[src/rtl/cell_ctrl_pkg.sv]
// Shared definitions for the cell position memory sequencer: FSM states and
// fixed memory-map / latency constants.
package cell_ctrl_pkg;

  typedef enum logic [3:0] {
    IDLE,
    HDR,
    HDR_W1,
    HDR_W2,
    STREAM,
    DRAIN1,
    DRAIN2,
    DRAIN3,
    DONE
  } cell_state_e;

  localparam int HDR_ADDR   = 0;
  localparam int RD_LATENCY = 2;

endpackage

[src/rtl/cell_rd_valid_pipe.sv]
// Shift register carrying {valid, last, pid} alongside the RAM read latency so
// the tags line up with mem_q.
module cell_rd_valid_pipe #(
  parameter int DEPTH     = 2,
  parameter int PID_WIDTH = 8
) (
  input  logic                 clk,
  input  logic                 rst_n,
  input  logic                 in_valid,
  input  logic                 in_last,
  input  logic [PID_WIDTH-1:0] in_pid,
  output logic                 out_valid,
  output logic                 out_last,
  output logic [PID_WIDTH-1:0] out_pid
);

  localparam int W = PID_WIDTH + 2;

  logic [W-1:0] stage_reg [DEPTH];

  always_ff @(posedge clk or negedge rst_n) begin
    if (!rst_n) begin
      for (int i = 0; i < DEPTH; i++) stage_reg[i] <= '0;
    end else begin
      stage_reg[0] <= {in_valid, in_last, in_pid};
      for (int i = 1; i < DEPTH; i++) stage_reg[i] <= stage_reg[i-1];
    end
  end

  assign {out_valid, out_last, out_pid} = stage_reg[DEPTH-1];

endmodule

[src/rtl/cell_pos_access_ctrl.sv]
// Read sequencer / write arbiter for one single-port cell position RAM.
// Optional macro CELL_CTRL_RD_REG_EN adds an output register on the read stream.
module cell_pos_access_ctrl
  import cell_ctrl_pkg::*;
#(
  parameter int DATA_WIDTH   = 96,
  parameter int ADDR_WIDTH   = 8,
  parameter int PARTICLE_NUM = 220
) (
  input  logic                  clk,
  input  logic                  rst_n,
  input  logic                  rd_start,
  output logic                  rd_busy,
  output logic                  rd_valid,
  output logic [DATA_WIDTH-1:0] rd_data,
  output logic [ADDR_WIDTH-1:0] rd_pid,
  output logic                  rd_last,
  output logic                  rd_done,
  output logic [ADDR_WIDTH-1:0] particle_count,
  output logic                  count_err,
  input  logic                  wr_req,
  input  logic [ADDR_WIDTH-1:0] wr_addr,
  input  logic [DATA_WIDTH-1:0] wr_data,
  output logic                  wr_ack,
  output logic [ADDR_WIDTH-1:0] mem_address,
  output logic [DATA_WIDTH-1:0] mem_data,
  output logic                  mem_rden,
  output logic                  mem_wren,
  input  logic [DATA_WIDTH-1:0] mem_q
);

  localparam logic [ADDR_WIDTH-1:0] MAX_COUNT = ADDR_WIDTH'(PARTICLE_NUM - 1);

`ifdef CELL_CTRL_RD_REG_EN
  localparam int PIPE_DEPTH = RD_LATENCY + 1;
`else
  localparam int PIPE_DEPTH = RD_LATENCY;
`endif

  cell_state_e           state_reg;
  logic [ADDR_WIDTH-1:0] addr_reg;
  logic [ADDR_WIDTH-1:0] count_reg;
  logic                  count_err_reg;
  logic [ADDR_WIDTH-1:0] count_raw;
  logic                  wr_grant;
  logic                  issue;
  logic                  issue_last;

  assign count_raw  = mem_q[ADDR_WIDTH-1:0];
  assign issue      = (state_reg == STREAM);
  assign issue_last = issue && (addr_reg == count_reg);
  // rst_n gate keeps wr_ack/mem_wren low while reset is held, even if wr_req is high
  assign wr_grant   = rst_n && (state_reg == IDLE) && wr_req;

  always_ff @(posedge clk or negedge rst_n) begin
    if (!rst_n) begin
      state_reg     <= IDLE;
      addr_reg      <= '0;
      count_reg     <= '0;
      count_err_reg <= 1'b0;
    end else begin
      case (state_reg)
        IDLE:   if (!wr_req && rd_start) state_reg <= HDR;
        HDR:    state_reg <= HDR_W1;
        HDR_W1: state_reg <= HDR_W2;
        HDR_W2: begin
          if (count_raw > MAX_COUNT) begin
            count_reg     <= MAX_COUNT;
            count_err_reg <= 1'b1;
          end else begin
            count_reg <= count_raw;
          end
          addr_reg  <= ADDR_WIDTH'(1);
          state_reg <= (count_raw == '0) ? DONE : STREAM;
        end
        STREAM: begin
          if (addr_reg == count_reg) state_reg <= DRAIN1;
          else                       addr_reg  <= addr_reg + ADDR_WIDTH'(1);
        end
        DRAIN1: state_reg <= DRAIN2;
`ifdef CELL_CTRL_RD_REG_EN
        DRAIN2: state_reg <= DRAIN3;
        DRAIN3: state_reg <= DONE;
`else
        DRAIN2: state_reg <= DONE;
`endif
        DONE:    state_reg <= IDLE;
        default: state_reg <= IDLE;
      endcase
    end
  end

  always_comb begin
    mem_address = '0;
    mem_data    = '0;
    mem_rden    = 1'b0;
    mem_wren    = 1'b0;
    if (wr_grant) begin
      mem_address = wr_addr;
      mem_data    = wr_data;
      mem_wren    = 1'b1;
    end else if (state_reg == HDR) begin
      mem_address = ADDR_WIDTH'(HDR_ADDR);
      mem_rden    = 1'b1;
    end else if (issue) begin
      mem_address = addr_reg;
      mem_rden    = 1'b1;
    end
  end

  assign wr_ack         = wr_grant;
  assign rd_busy        = (state_reg != IDLE);
  assign rd_done        = (state_reg == DONE);
  assign particle_count = count_reg;
  assign count_err      = count_err_reg;

  cell_rd_valid_pipe #(
    .DEPTH    (PIPE_DEPTH),
    .PID_WIDTH(ADDR_WIDTH)
  ) u_valid_pipe (
    .clk      (clk),
    .rst_n    (rst_n),
    .in_valid (issue),
    .in_last  (issue_last),
    .in_pid   (issue ? addr_reg : '0),
    .out_valid(rd_valid),
    .out_last (rd_last),
    .out_pid  (rd_pid)
  );

`ifdef CELL_CTRL_RD_REG_EN
  logic [DATA_WIDTH-1:0] data_reg;

  always_ff @(posedge clk or negedge rst_n) begin
    if (!rst_n) data_reg <= '0;
    else        data_reg <= mem_q;
  end

  assign rd_data = rd_valid ? data_reg : '0;
`else
  assign rd_data = rd_valid ? mem_q : '0;
`endif

endmodule

[config.mk]
export PLATFORM = sky130hd
export DESIGN_NAME = cell_pos_access_ctrl
export DESIGN_NICKNAME = d
export VERILOG_FILES = /design/src/rtl/cell_ctrl_pkg.sv /design/src/rtl/cell_rd_valid_pipe.sv /design/src/rtl/cell_pos_access_ctrl.sv
export SDC_FILE = /design/constraint.sdc
export NUM_CORES = 1
export LEC_CHECK = 0
export BUFFER_PORTS_ARGS = -buffer_cell sky130_fd_sc_hd__buf_4
export CAP_MARGIN = 25
export CORE_AREA = 2 2 164 166
export CTS_BUF_LIST = sky130_fd_sc_hd__clkbuf_4
export DETAILED_ROUTE_END_ITERATION = 10
export DIE_AREA = 0 0 166 168
export MAX_ROUTING_LAYER = met4
export SLEW_MARGIN = 5
export SYNTH_ARGS = -nofsm -noshare
export SYNTH_HDL_FRONTEND = slang
export SYNTH_SLANG_ARGS = --single-unit
export TNS_END_PERCENT = 30
[constraint.sdc]
create_clock -name clk -period 3.74 [get_ports clk]
set_clock_uncertainty 0.1 [all_clocks]
set_input_delay 0.561 -clock clk [delete_from_list [all_inputs] [get_ports clk]]
set_output_delay 0.561 -clock clk [all_outputs]
set_load 0.01 [all_outputs]
======== Yosys cells after proc, flatten, opt, wreduce, memory -nomap -nowiden ========
Index checks and enable logic that the tools add are counted.
storage, ports and cells
  register bits ........................... 41
  input port bits ......................... 204
  output and inout bits ................... 224
  word-level logic and storage cells ...... 47
operators by class
  $add $sub $neg .......................... 1
  order comparisons ....................... 1
  eq/ne operators ......................... 11
  mux-type cells .......................... 16
  reductions and logical operators ........ 12
operator list
  kind                   number
  $mux W96               2
  $mux W8                5
  $pmux W4 S7            1
  $pmux W8 S2            1
  $eq A4 B3 Y1 const B   3
  $mux W4                3
  $add A8 B1 Y8 const B  1
  $eq A4 B2 Y1 const B   2
  $eq A8 B8 Y1           1
  $gt A8 B8 Y1 const B   1
  $logic_not A8 Y1       1
  $reduce_and A2 Y1      3
  $eq A4 B1 Y1 const B   1
  $eq A4 B4 Y1 const B   1
  $logic_and A1 B1 Y1    4
  $logic_not A4 Y1       1
  $mux W1                4
  $ne A2 B1 Y1 const B   2
  $reduce_bool A4 Y1     1
  $ne A2 B2 Y1 const B   1
  $reduce_bool A2 Y1     1
  $logic_not A1 Y1       1

======== Logic depth before layout (Yosys ltp) ========
Gate-level depths: netlist (run 1).
  depth after elaboration ................. 4
  mapped depth ............................ 8
  gate-level depth less buffers ........... 5

======== By module ========
A second synthesis (run 1) with hierarchy kept.
second synthesis, totals
  cell total of the unflattened synthesis .. 397
  area total of the unflattened synthesis .. 3188.1 um^2
modules (own cells, without submodules)
  module                instances  cells an instance  area an instance (um^2)  seq. area each (um^2)
  cell_pos_access_ctrl  1          369                2627.5                   525.5
  cell_rd_valid_pipe    1          28                 560.5                    500.5

======== Worst setup path after synthesis (run 1) ========
Ideal clock, no wire load.
  path type ............................... reg-to-output
  start ................................... register state_reg[1]
  end ..................................... output mem_address[5]
  arrival ................................. 1.569 ns
  data required time ...................... 3.079 ns
  slack ................................... 1.510 ns
  cell stages (with the launch flop) ...... 8
  path buffers ............................ 3
  cells stage by stage .................... dfrtp_1 buf_6 or4b_1 buf_6 clkinv_2 buf_6 and2_4 a21o_1
between the ends
  word-level cells in the longest chain between the ends .. 4
  elaborated cells on any way between the ends .. 8
  those cells by class .................... eq/ne: 2; mux: 3; reduce/logical: 3
ends and longest elaborated chain
  what                        line                         text
  start: declaration          cell_pos_access_ctrl.sv:40   cell_state_e state_reg;
  start signal: assignment    cell_pos_access_ctrl.sv:74   state_reg <= (count_raw == '0) ? DONE : STREAM;
  $eq A4 B3 Y1                cell_pos_access_ctrl.sv:50   assign issue = (state_reg == STREAM);
  via issue                   cell_pos_access_ctrl.sv:46   logic issue;
  $mux W8                     --
  via u_valid_pipe.in_pid[5]  cell_rd_valid_pipe.sv:11     input logic [PID_WIDTH-1:0] in_pid,
  $mux W8                     cell_pos_access_ctrl.sv:102  end else if (state_reg == HDR) begin
  $mux W8                     cell_pos_access_ctrl.sv:98   if (wr_grant) begin
  end: declaration            cell_pos_access_ctrl.sv:25   output logic [ADDR_WIDTH-1:0] mem_address,
The timed path passes the listed nets, and every way through them passes these cells.

======== Final worst setup path (run 1) ========
  start ................................... register state_reg[2]
  end ..................................... output mem_data[22]
between the ends
  word-level cells in the longest chain between the ends .. 4
ends and longest elaborated chain
  what                              line                        text
  $logic_not A4 Y1                  cell_pos_access_ctrl.sv:53  assign wr_grant = rst_n && (state_reg == IDLE) && wr_req;
  $logic_and A1 B1 Y1 (2 in a row)  cell_pos_access_ctrl.sv:53
  $mux W96                          cell_pos_access_ctrl.sv:98
  end: declaration                  cell_pos_access_ctrl.sv:26  output logic [DATA_WIDTH-1:0] mem_data,
No other way between the ends.

==> results of run 1 <==
==> Yosys cell counts (3+ instances only) <==
| cell | number | area [µm²] |
|---|---|---|
| sky130_fd_sc_hd__buf_6 | 4 | 45.0 |
| sky130_fd_sc_hd__o21ai_0 | 11 | 55.1 |
| sky130_fd_sc_hd__buf_2 | 5 | 25.0 |
| sky130_fd_sc_hd__nand4_1 | 3 | 18.8 |
| sky130_fd_sc_hd__nand2_1 | 30 | 113 |
| sky130_fd_sc_hd__nand3_1 | 6 | 30.0 |
| sky130_fd_sc_hd__nor2_1 | 8 | 30.0 |
| sky130_fd_sc_hd__buf_4 | 9 | 67.6 |
| sky130_fd_sc_hd__inv_1 | 3 | 11.3 |
| sky130_fd_sc_hd__nor4_1 | 5 | 31.3 |
| sky130_fd_sc_hd__clkbuf_1 | 20 | 75.1 |
| sky130_fd_sc_hd__xnor2_1 | 8 | 70.1 |
| sky130_fd_sc_hd__and2_1 | 197 | 1230 |
| sky130_fd_sc_hd__o211ai_1 | 3 | 22.5 |
| sky130_fd_sc_hd__nor3_1 | 4 | 20.0 |
| sky130_fd_sc_hd__a21o_1 | 9 | 67.6 |
| sky130_fd_sc_hd__dfrtp_1 | 41 | 1030 |
| sky130_fd_sc_hd__mux2i_1 | 3 | 30.0 |
==> final cells by class <==
cell class                 count  area share
tap                          341      0.0635
sequential                    41       0.153
clock buffer                   5     0.00559
timing repair buffer         432       0.483
antenna                        1    0.000372
multi-input combinational    312       0.287
clock inverter                 2     0.00521
inverter                       4     0.00242
==> layer usage <==
layer / share of wire / GRT usage / vias to the layer above
met5: 0 / - / -
met1: 0.41 / 0.133 / 1847
met4: 0.012 / 0.0231 / 0
met3: 0.077 / 0.0212 / 8
li1: - / - / 2047
met2: 0.50 / 0.180 / 240
==> path summary, 6_finish.rpt <==
| check | end | startpoint | cells past startpoint |
|---|---|---|---|
| max in group asynchronous | u_valid_pipe.out_valid | rst_n | 2 |
| max | mem_data[22] | state_reg[2] | 6 |
| min | addr_reg[4] | rst_n | 2 |
| min in group clk | u_valid_pipe.out_pid[6] | u_valid_pipe.stage_reg[16] | 0 |
| min reg2reg | u_valid_pipe.out_pid[6] | u_valid_pipe.stage_reg[16] | 0 |
| max reg2reg | addr_reg[1] | state_reg[1] | 4 |
==> report_power, final <==
group          leakage, nW  internal [mW]  switching, mW
logic                 3.10          0.791          0.708
clock network       0.0411          0.136          0.142
registers            0.545          0.547          0.172
==> logic make-up after synthesis <==
logic type	Yosys count
AO/OA/AOI/OAI	36
XOR/XNOR	8
adder cells (fa/ha/maj)	1
buffers and inverters	44
flip-flops	41
multiplexers	3
AND/OR/NAND/NOR	264
==> worst reg2reg max path, delay by kind of cell, from the launching register on <==
kind,cells,cell delay [ns]
and+or+nand+nor,1,0.73
DFF,1,0.49
AOI/OAI and AO/OA,1,0.40
muxes,1,0.23
buffers and inverters,1,0.21
==> metrics by stage <==
stage / power (mW) / std cells / hold WS (ns) / instance area [µm²]
3_5_place_dp: 2.26 / 1130 / 0.236 / 6640
3_3_place_gp: 2.25 / 1130 / 0.232 / 6640
6_report: 2.50 / 1138 / 0.186 / 6720
4_1_cts: 2.55 / 1137 / 0.191 / 6720
5_1_grt: 2.71 / 1138 / 0.207 / 6720
2_1_floorplan: 1.43 / 397 / 0.165 / 3190
==> results.txt, run 1 <==
Worst Tran Pin Value: 0.770 ns
number of hold violations in the final report: 0
XOR/XNOR share of the synthesized area: 0.0220
die outline height: 168 µm
net total in the final layout: 1001
tightest slew margin relative to the limit: 0.487
# Post-CTS Setup Buffers: 0
initial core utilization: 0.121
yosys warns: 0
Post-Route Utilization: 0.255
clock tree sinks: 41
leakage power figure: 3.69 nW
die width: 166 µm
Area growth syn-to-layout: 111%
worst-path maximum fanout: 104
maximum number of pins on one net before global-route repair: 105
ratio of routed vias to standard cells: 3.64
area of combinational cells with multiple inputs: 1930 µm²
Worst EP required: 3.08 ns
DRC errors left: 0
share of the synthesized area in compound gates (AO/OA/AOI/OAI): 0.0805
placeable core area: 26400 µm²
first-pass GRT wire length: 22.8 mm
first-pass detailed-route iteration total: 4
setup slack of the worst register-to-register path: 1.50 ns
number of maximum-capacitance violations: 0
sum of negative setup slack: 0 ns
library cell contributing the largest single delay on the critical path: sky130_fd_sc_hd__buf_4
upper clock frequency limit: 334 MHz
Arrival @ worst endpoint: 2.33 ns
clock input transition at the sequential cells of the worst setup and hold paths: 0.13 ns
most frequent standard cell in the layout excluding fill and tap cells: sky130_fd_sc_hd__buf_4
gr ovfl total: 0
final critical-path share of the clock period: 0.801
number of synthesized flops with an enable pin: 0
cell chain of the critical path: nor2_1 > nand2_1 > nor2_4 > buf_4 > and2_1 > buf_4
IR Drop Worst-Case VDD: 0.166 mV
number of inserted filler cells in the final layout: 2841
critical path buffer and inverter count: 2
async set or reset register ratio after synthesis: 1.00
buffers from clock root to sink, at most: 2
start-to-end type of the worst setup path: flop to output pin
flip-flop count of the largest register after layout: 10
floorplan die area: 27900 µm²
mean instance size in the synthesized netlist: 8.03 µm²
flip-flop cell with the highest count after synthesis: sky130_fd_sc_hd__dfrtp_1
master cell of the clock root buffer: sky130_fd_sc_hd__clkbuf_4
max-slew violation count: 0
worst setup timing slack at the placement stage: 1.15 ns
vias in the first global route: 3970
proportion of synthesized chip area in sequential cells: 0.322
TritonCTS clock tree: built
Netlist Area Pre-Place: 3190 µm²
ratio of total power to cell area: 371 nW/µm²
Largest stage delay, worst path: 0.57 ns
count of input and output buffers: 427
Post-Synth Adder-Cell Area: 0.00392
number of cells upsized or downsized after cts: 0
HPWL after detailed placement: 13.2 mm
CTS buffer count: 5
area fraction in and, or, nand and nor cells after synthesis: 0.488
status: complete, no violations
critical path endpoint category: output pin
Syn Inst Count: 397
count of hold-fix buffers inserted at cts: 0
flops & latches, synth: 41
time the final worst path needs with I/O delays and setup: 3.00 ns
slack of the critical path: 0.745 ns
most frequent CP cell: sky130_fd_sc_hd__buf_4
category of the worst setup path launch point: flop
post-synth net total: 602
Antenna Nets Post-Route: 0
commonest non-fill, non-tap cells in the layout: sky130_fd_sc_hd__buf_4, sky130_fd_sc_hd__and2_1, sky130_fd_sc_hd__dfrtp_1
number of core rows: 60
number of vias after detailed routing: 4142
main combinational cell family by area after synthesis: simple AND/OR/NAND/NOR gates
area used by sequential logic in the layout: 1030 µm²
worst hold-check path type: input port to async pin
clock latency at the later pin of the worst-skew pair: 0.35 ns
Overall Global Routing Usage: 0.107
DRC marker count from the first detailed-route iteration: 140
multiplexer area fraction after synthesis: 0.00942
Boundary Pins: 428
unrepaired setup endpoints after global routing: false
antenna violations before repair: 1
number of levels the H-tree was split into: 2
Total Routed Length: 15.5 mm
Distinct cells, synth: 39
routed wirelength normalized by instance count: 13.7 µm
gp weighted congestion: 0.864
kind of cell adding the most delay to the critical path: simple AND/OR/NAND/NOR gates
share of final-layout standard cells stronger than drive strength 1: 0.563
total of endpoints with negative setup slack in the final report: 0
(Power assumes the default switching activity.)
==> inputs of run 2 (changes only) <==
Settings changed: ABC_AREA set to 1, CORE_AREA 2 2 164 166 to 2 2 165 167, DIE_AREA 0 0 166 168 to 0 0 167 169.
Clock period 3.74 ns to 2.7 ns, I/O delays scaled along.
==> run 2 against run 1 <==
  * Wire length increased by 6.9%
  * Area after synthesis increased by 14%
  * Synthesized cell count increased by 59%
  * Critical path type unchanged
  * Largest power group is now registers
  * Highest routed layer unchanged
==> results.txt, run 2 <==
placeable core area: 26500 µm² (+0.57%)
commonest non-fill, non-tap cells in the layout: sky130_fd_sc_hd__buf_4, sky130_fd_sc_hd__inv_1, sky130_fd_sc_hd__nand2_1
setup slack of the worst register-to-register path: 0.94 ns (-0.56 ns)
vias in the first global route: 4536 (+14%)
net total in the final layout: 1246 (+24%)
Comb pwr share: 0.356 (-0.245)
clock latency at the later pin of the worst-skew pair: 0.35 ns (about the same)
Boundary Pins: 428 (unchanged)
critical path endpoint category: output pin
share of total power in the clock network: 0.216 (+0.105)
library cell contributing the largest single delay on the critical path: sky130_fd_sc_hd__dfrtp_1
number of maximum-capacitance violations: 0 (unchanged)
worst setup timing slack at the placement stage: 0.634 ns (-0.519 ns)
largest cells by area after synthesis: sky130_fd_sc_hd__dfrtp_1, sky130_fd_sc_hd__inv_1, sky130_fd_sc_hd__nand2_1
start-to-end type of the worst setup path: flop to output pin
synth cell count leaders: sky130_fd_sc_hd__inv_1, sky130_fd_sc_hd__nand2_1, sky130_fd_sc_hd__nor2_1
switching power summed over all nets: 0.413 mW (-60%)
floorplan die area: 28200 µm² (+1.2%)
Post-Route Utilization: 0.271 (+0.0164)
capture instance of the worst register-to-register path: addr_reg[7]
status: complete, no violations
number of levels the H-tree was split into: 2 (unchanged)
buffers from clock root to sink, at most: 2 (unchanged)
switching part of the total power: 0.287 (-0.122)
count of input and output buffers: 427 (unchanged)
XOR/XNOR share of the synthesized area: 0.0121 (-0.00988)
post-synth net total: 838 (+39%)
number of vias after detailed routing: 4824 (+16%)
multiplexer area fraction after synthesis: 0 (-0.00942)
main combinational cell family by area after synthesis: simple AND/OR/NAND/NOR gates
flops & latches, synth: 41 (unchanged)
Distinct cells, synth: 30 (-23%)
grt peak-use layer: met2
fraction of met3 tracks used by global routing: 0.0168 (-0.00432)
DRC marker count from the first detailed-route iteration: 177 (+26%)
gp weighted congestion: 0.820 (-5.2%)
# Post-CTS Setup Buffers: 0 (unchanged)
maximum number of pins on one net before global-route repair: 74 (-30%)
HPWL after detailed placement: 14.5 mm (+9.9%)
total of endpoints with negative setup slack in the final report: 0 (unchanged)
antenna violations before repair: 2 (+1)
share of the synthesized area in compound gates (AO/OA/AOI/OAI): 0.0463 (-0.0341)
number of cells upsized or downsized after cts: 0 (unchanged)
worst-path maximum fanout: 73 (-30%)
top-count cell post-synth: sky130_fd_sc_hd__inv_1
unrepaired setup endpoints after global routing: false
flip-flop count of the largest register after layout: 10 (unchanged)
number of core rows: 60 (unchanged)
critical path buffer and inverter count: 3 (+1)
Post-Synth Adder-Cell Area: 0.00346 (-0.000467)
proportion of synthesized chip area in sequential cells: 0.284 (-0.0383)
DRC errors left: 0 (unchanged)
kind of cell adding the most delay to the critical path: simple AND/OR/NAND/NOR gates
cell chain of the critical path: nor2_2 > inv_2 > nor2_4 > nand3_4 > buf_12 > nor2_1 > buf_4
count of hold-fix buffers inserted at cts: 0 (unchanged)
IR Drop Worst-Case VDD: 0.192 mV (+16%)
gr ovfl total: 0 (unchanged)
cell type with the largest total area after synthesis: sky130_fd_sc_hd__dfrtp_1
first-pass GRT wire length: 24.2 mm (+6.5%)
met2 routing resource usage after global routing: 0.195 (+0.0159)
global-route track usage on met1: 0.135 (+0.00208)
mean instance size in the synthesized netlist: 5.72 µm² (-29%)
max-slew violation count: 0 (unchanged)
Worst Tran Pin Value: 0.607 ns (-0.162 ns)
clock input transition at the sequential cells of the worst setup and hold paths: 0.13 ns (about the same)
Overall Global Routing Usage: 0.111 (+0.00399)
ratio of total power to cell area: 200 nW/µm² (-46%)
share of final-layout standard cells stronger than drive strength 1: 0.474 (-0.0887)
clock tree sinks: 41 (unchanged)
number of inserted filler cells in the final layout: 2941 (+3.5%)
sum of negative setup slack: 0 ns (unchanged)
initial core utilization: 0.137 (+0.0156)
CTS buffer count: 5 (unchanged)
number of hold violations in the final report: 0 (unchanged)
Area growth syn-to-layout: 98.8%
area fraction in and, or, nand and nor cells after synthesis: 0.367 (-0.121)
worst hold-check path type: input port to async pin
number of synthesized flops with an enable pin: 0 (unchanged)
fraction of synthesized cell area taken by the top area cell type: 0.284 (-0.103)
yosys warns: 0 (unchanged)
launching point of the worst reg2reg path: addr_reg[4]
r2r worst-path depth: 10 (+6)
tightest slew margin relative to the limit: 0.593 (+0.106)
ratio of routed vias to standard cells: 3.48 (-4.3%)
final critical-path share of the clock period: 0.902
Worst EP required: 2.19 ns (-0.89 ns)
Antenna Nets Post-Route: 0 (unchanged)
time the final worst path needs with I/O delays and setup: 2.44 ns
master cell of the clock root buffer: sky130_fd_sc_hd__clkbuf_4
first-pass detailed-route iteration total: 4 (unchanged)
Netlist Area Pre-Place: 3620 µm² (+14%)
die width: 167 µm (+0.60%)
category of the worst setup path launch point: flop
die outline height: 169 µm (+0.60%)
most frequent standard cell in the layout excluding fill and tap cells: sky130_fd_sc_hd__buf_4
share of power burned in registers: 0.428 (+0.140)
slack of the critical path: 0.264 ns (-0.481 ns)
Arrival @ worst endpoint: 1.93 ns (-0.40 ns)
leakage power figure: 4.73 nW (+28%)
routed wirelength normalized by instance count: 12.0 µm (-12%)
P_int: 1.03 mW (-30%)
Syn Inst Count: 633 (+59%)
async set or reset register ratio after synthesis: 1.00 (unchanged)
TritonCTS clock tree: built
Total Routed Length: 16.6 mm (+6.9%)
upper clock frequency limit: 410 MHz
Largest stage delay, worst path: 0.47 ns (-0.10 ns)
flip-flop cell with the highest count after synthesis: sky130_fd_sc_hd__dfrtp_1
run 2: cell types whose count changed in the layout (fill, tap and decap cells not counted), sizes merged, moves of 4 or more:
cell | previous run | this run
inv | 3 | 223
and2 | 199 | 0
nand2 | 30 | 157
nor2 | 9 | 124
a21o | 9 | 0
nand3 | 6 | 14
o21ai | 13 | 19
o211ai | 5 | 0
nor4 | 5 | 1
run 2: worst max path at each step:
stage / depth (start not counted) / slack (ns) / startpoint / to
floorplan: 7 / 0.92 / state_reg[1] / mem_data[85]
global placement: 8 / 0.65 / state_reg[3] / mem_address[7]
detailed placement: 8 / 0.63 / state_reg[3] / mem_address[7]
CTS: 8 / 0.23 / state_reg[3] / mem_address[7]
global route: 8 / 0.04 / state_reg[3] / mem_address[2]
finish: 7 / 0.26 / state_reg[1] / mem_data[4]
run 2: cell families (layout without fill, tap and decap cells):
logic type               after synthesis  count (layout)
AND/OR/NAND/NOR                      299             299
AO/OA/AOI/OAI                         30              30
flip-flops                            41              41
other                                  0               2
buffers and inverters                257             666
adder cells (fa/ha/maj)                1               1
XOR/XNOR                               5               5
run 2: final cells by class:
cell class	instances	area [µm²]	area share
well taps	341	427	0.0593
flip-flops and latches	41	1030	0.143
inverters	224	841	0.117
multi-input cells	335	1550	0.216
repair buffers	434	3280	0.457
clock buffers	5	37.5	0.00522
diodes	2	5.00	0.000696
clock inverters	3	17.5	0.00244
run 2: routing by layer:
metal,part of all wire,vias to the layer above,wire [µm]
met1,0.41,2062,6850
li1,-,2527,-
met5,0,-,0
met3,0.061,10,1020
met4,0.012,0,204
met2,0.51,225,8550
run 2: power by group through the flow:
stage	clock network, mW	logic [mW]	registers, mW
final	0.311	0.512	0.616
after global routing	0.360	0.564	0.616
after CTS	0.327	0.522	0.616
after detailed placement	0	0.520	0.627
after global placement	0	0.518	0.627
after floorplan	0	0.140	0.628
run 2: through the flow:
stage	instance area (µm²)	power [mW]	std cells	hold WS, ns
final	7190	1.44	1385	0.0381
after global routing	7190	1.54	1385	0.0538
after CTS	7190	1.46	1383	0.0522
after detailed placement	7130	1.15	1375	0.236
after global placement	7130	1.15	1375	0.233
after floorplan	3620	0.767	633	0.00941
==> inputs of run 3 (changes only) <==
Settings changed: CORE_AREA 2 2 165 167 to 5 5 163 165, DIE_AREA 0 0 167 169 to 0 0 168 170.
==> run 3 against run 2 <==
  * Wire length grew 6.6%
  * Critical endpoint is now mem_data[17]
  * Worst hold slack better by 0.011 ns
  * Design area grew 0.31%
  * Worst setup slack got worse by 0.026 ns
  * Critical path depth did not move
  * Sequential cell count did not move
  * Largest cell class unchanged
  * Via count grew 0.19%
  * Sequential power barely moved
==> results.txt, run 3 (same netlist as run 2, synthesis figures left out) <==
status: complete, no violations
max-slew violation count: 0 (unchanged)
maximum number of pins on one net before global-route repair: 97 (+31%)
ratio of routed vias to standard cells: 3.52 (+1.1%)
clock latency at the later pin of the worst-skew pair: 0.35 ns (about the same)
r2r worst-path depth: 10 (unchanged)
number of cells upsized or downsized after cts: 0 (unchanged)
HPWL after detailed placement: 15.4 mm (+5.9%)
area used by sequential logic in the layout: 1030 µm² (unchanged)
placeable core area: 24900 µm² (-6.1%)
sum of negative setup slack: 0 ns (unchanged)
antenna violations before repair: 2 (unchanged)
routed length on met3: 1.36 mm (+33%)
gr ovfl total: 0 (unchanged)
initial core utilization: 0.145 (+0.00883)
commonest non-fill, non-tap cells in the layout: sky130_fd_sc_hd__buf_4, sky130_fd_sc_hd__inv_1, sky130_fd_sc_hd__nand2_1
worst hold-check path type: input port to async pin
Arrival @ worst endpoint: 1.96 ns (+0.03 ns)
capture instance of the worst register-to-register path: addr_reg[4]
setup slack of the worst register-to-register path: 0.95 ns (about the same)
number of levels the H-tree was split into: 2 (unchanged)
tightest slew margin relative to the limit: 0.617 (+0.0248)
die outline height: 170 µm (+0.59%)
DRC errors left: 0 (unchanged)
routed length on met2: 8.65 mm (+1.1%)
gp weighted congestion: 0.864 (+5.4%)
count of input and output buffers: 427 (unchanged)
worst-path maximum fanout: 96 (+32%)
number of vias after detailed routing: 4833 (+0.19%)
highest metal layer used by the detailed router: met4
number of cells in the finished layout apart from fillers: 1372 (-0.94%)
routed wirelength normalized by instance count: 12.9 µm (+7.6%)
leakage power figure: 4.75 nW (+0.32%)
number of core rows: 58 (-3.3%)
Area growth syn-to-layout: 99.4%
TritonCTS clock tree: built
CTS buffer count: 5 (unchanged)
number of inserted filler cells in the final layout: 2712 (-7.8%)
Antenna Nets Post-Route: 0 (unchanged)
Worst EP required: 2.19 ns (about the same)
DRT met1 WL: 7.51 mm (+9.6%)
Post-Place Cells: 1362 (-0.95%)
# Post-CTS Setup Buffers: 0 (unchanged)
critical path endpoint category: output pin
launching point of the worst reg2reg path: addr_reg[4]
clock tree sinks: 41 (unchanged)
flip-flop count of the largest register after layout: 10 (unchanged)
count of hold-fix buffers inserted at cts: 0 (unchanged)
upper clock frequency limit: 406 MHz (-1.1%)
start-to-end type of the worst setup path: flop to output pin
vias in the first global route: 4785 (+5.5%)
ratio of total power to cell area: 227 nW/µm² (+13%)
net total in the final layout: 1244 (-0.16%)
master cell of the clock root buffer: sky130_fd_sc_hd__clkbuf_4
number of maximum-capacitance violations: 0 (unchanged)
unrepaired setup endpoints after global routing: false
DRC marker count from the first detailed-route iteration: 200 (+13%)
buffers from clock root to sink, at most: 2 (unchanged)
share of final-layout standard cells stronger than drive strength 1: 0.473 (-0.00101)
Boundary Pins: 428 (unchanged)
category of the worst setup path launch point: flop
final critical-path share of the clock period: 0.912 (+0.00962)
clock input transition at the sequential cells of the worst setup and hold paths: 0.13 ns (about the same)
IR Drop Worst-Case VDD: 0.211 mV (+10%)
sum of internal, switching and leakage power: 1.64 mW (+14%)
number of hold violations in the final report: 0 (unchanged)
most frequent standard cell in the layout excluding fill and tap cells: sky130_fd_sc_hd__buf_4
first-pass detailed-route iteration total: 4 (unchanged)
time the final worst path needs with I/O delays and setup: 2.46 ns (+0.0260 ns)
die width: 168 µm (+0.60%)
Worst Tran Pin Value: 0.571 ns (-0.0370 ns)
Overall Global Routing Usage: 0.116 (+0.00514)
area of combinational cells with multiple inputs: 1550 µm² (unchanged)
first-pass GRT wire length: 26.0 mm (+7.3%)
floorplan die area: 28600 µm² (+1.2%)
Total Routed Length: 17.7 mm (+6.6%)
total of endpoints with negative setup slack in the final report: 0 (unchanged)
[run 3: cell count changes in the layout (fill, tap and decap cells not counted), sizes merged]
| cell | delta |
|---|---|
| clkinv | -2 |
| bufinv | +2 |
| clkinvlp | -1 |
| inv | +1 |
| buf | -2 |
[run 3: worst max-delay path: stages, from the launching register on]
cell and delay, ns:
sky130_fd_sc_hd__dfrtp_1 0.47, sky130_fd_sc_hd__nor2_2 0.18, sky130_fd_sc_hd__inv_2 0.07, sky130_fd_sc_hd__nor2_4 0.12, sky130_fd_sc_hd__nand3_4 0.09, sky130_fd_sc_hd__buf_12 0.25, sky130_fd_sc_hd__nor2_1 0.22, sky130_fd_sc_hd__buf_4 0.15
[run 3: worst max-delay path by stage]
stage | startpoint | endpoint | slack, ns | depth (start not counted)
floorplan | state_reg[1] | mem_data[85] | 0.92 | 7
global placement | state_reg[1] | mem_data[41] | 0.66 | 7
detailed placement | state_reg[1] | mem_data[28] | 0.68 | 7
CTS | state_reg[1] | mem_data[28] | 0.25 | 7
finish | state_reg[1] | mem_data[17] | 0.24 | 7
global route | state_reg[1] | mem_data[28] | 0.08 | 7
[run 3: report_power, final]
group / switching [mW] / total, mW / internal, mW / leakage (nW)
logic: 0.201 / 0.514 / 0.312 / 4.22
registers: 0.000842 / 0.616 / 0.615 / 0.471
clock network: 0.215 / 0.507 / 0.291 / 0.0558
[run 3: area by class of cell]
class	count	share of cell area
diodes	2	0.000694
flip-flops and latches	41	0.143
well taps	330	0.0572
clock buffers	5	0.00520
multi-input cells	335	0.215
clock inverters	3	0.00954
inverters	224	0.117
repair buffers	432	0.453
[run 3: per-stage QoR]
| step | hold WS, ns | setup WS (ns) | instance area [µm²] | util |
|---|---|---|---|---|
| 4_1_cts | 0.0677 | 0.250 | 7210 | 0.290 |
| 3_5_place_dp | 0.235 | 0.677 | 7100 | 0.285 |
| 5_1_grt | 0.0910 | 0.0779 | 7210 | 0.290 |
| 6_report | 0.0495 | 0.238 | 7210 | 0.290 |
| 3_3_place_gp | 0.233 | 0.663 | 7100 | 0.285 |
| 2_1_floorplan | 0.00941 | 0.925 | 3620 | - |
[run 3: metal layers]
layer  track usage  vias to the layer above
li1              -                     2528
met1         0.148                     2047
met2         0.193                      238
met3        0.0256                       20
met4        0.0169                        0
met5             -                        -
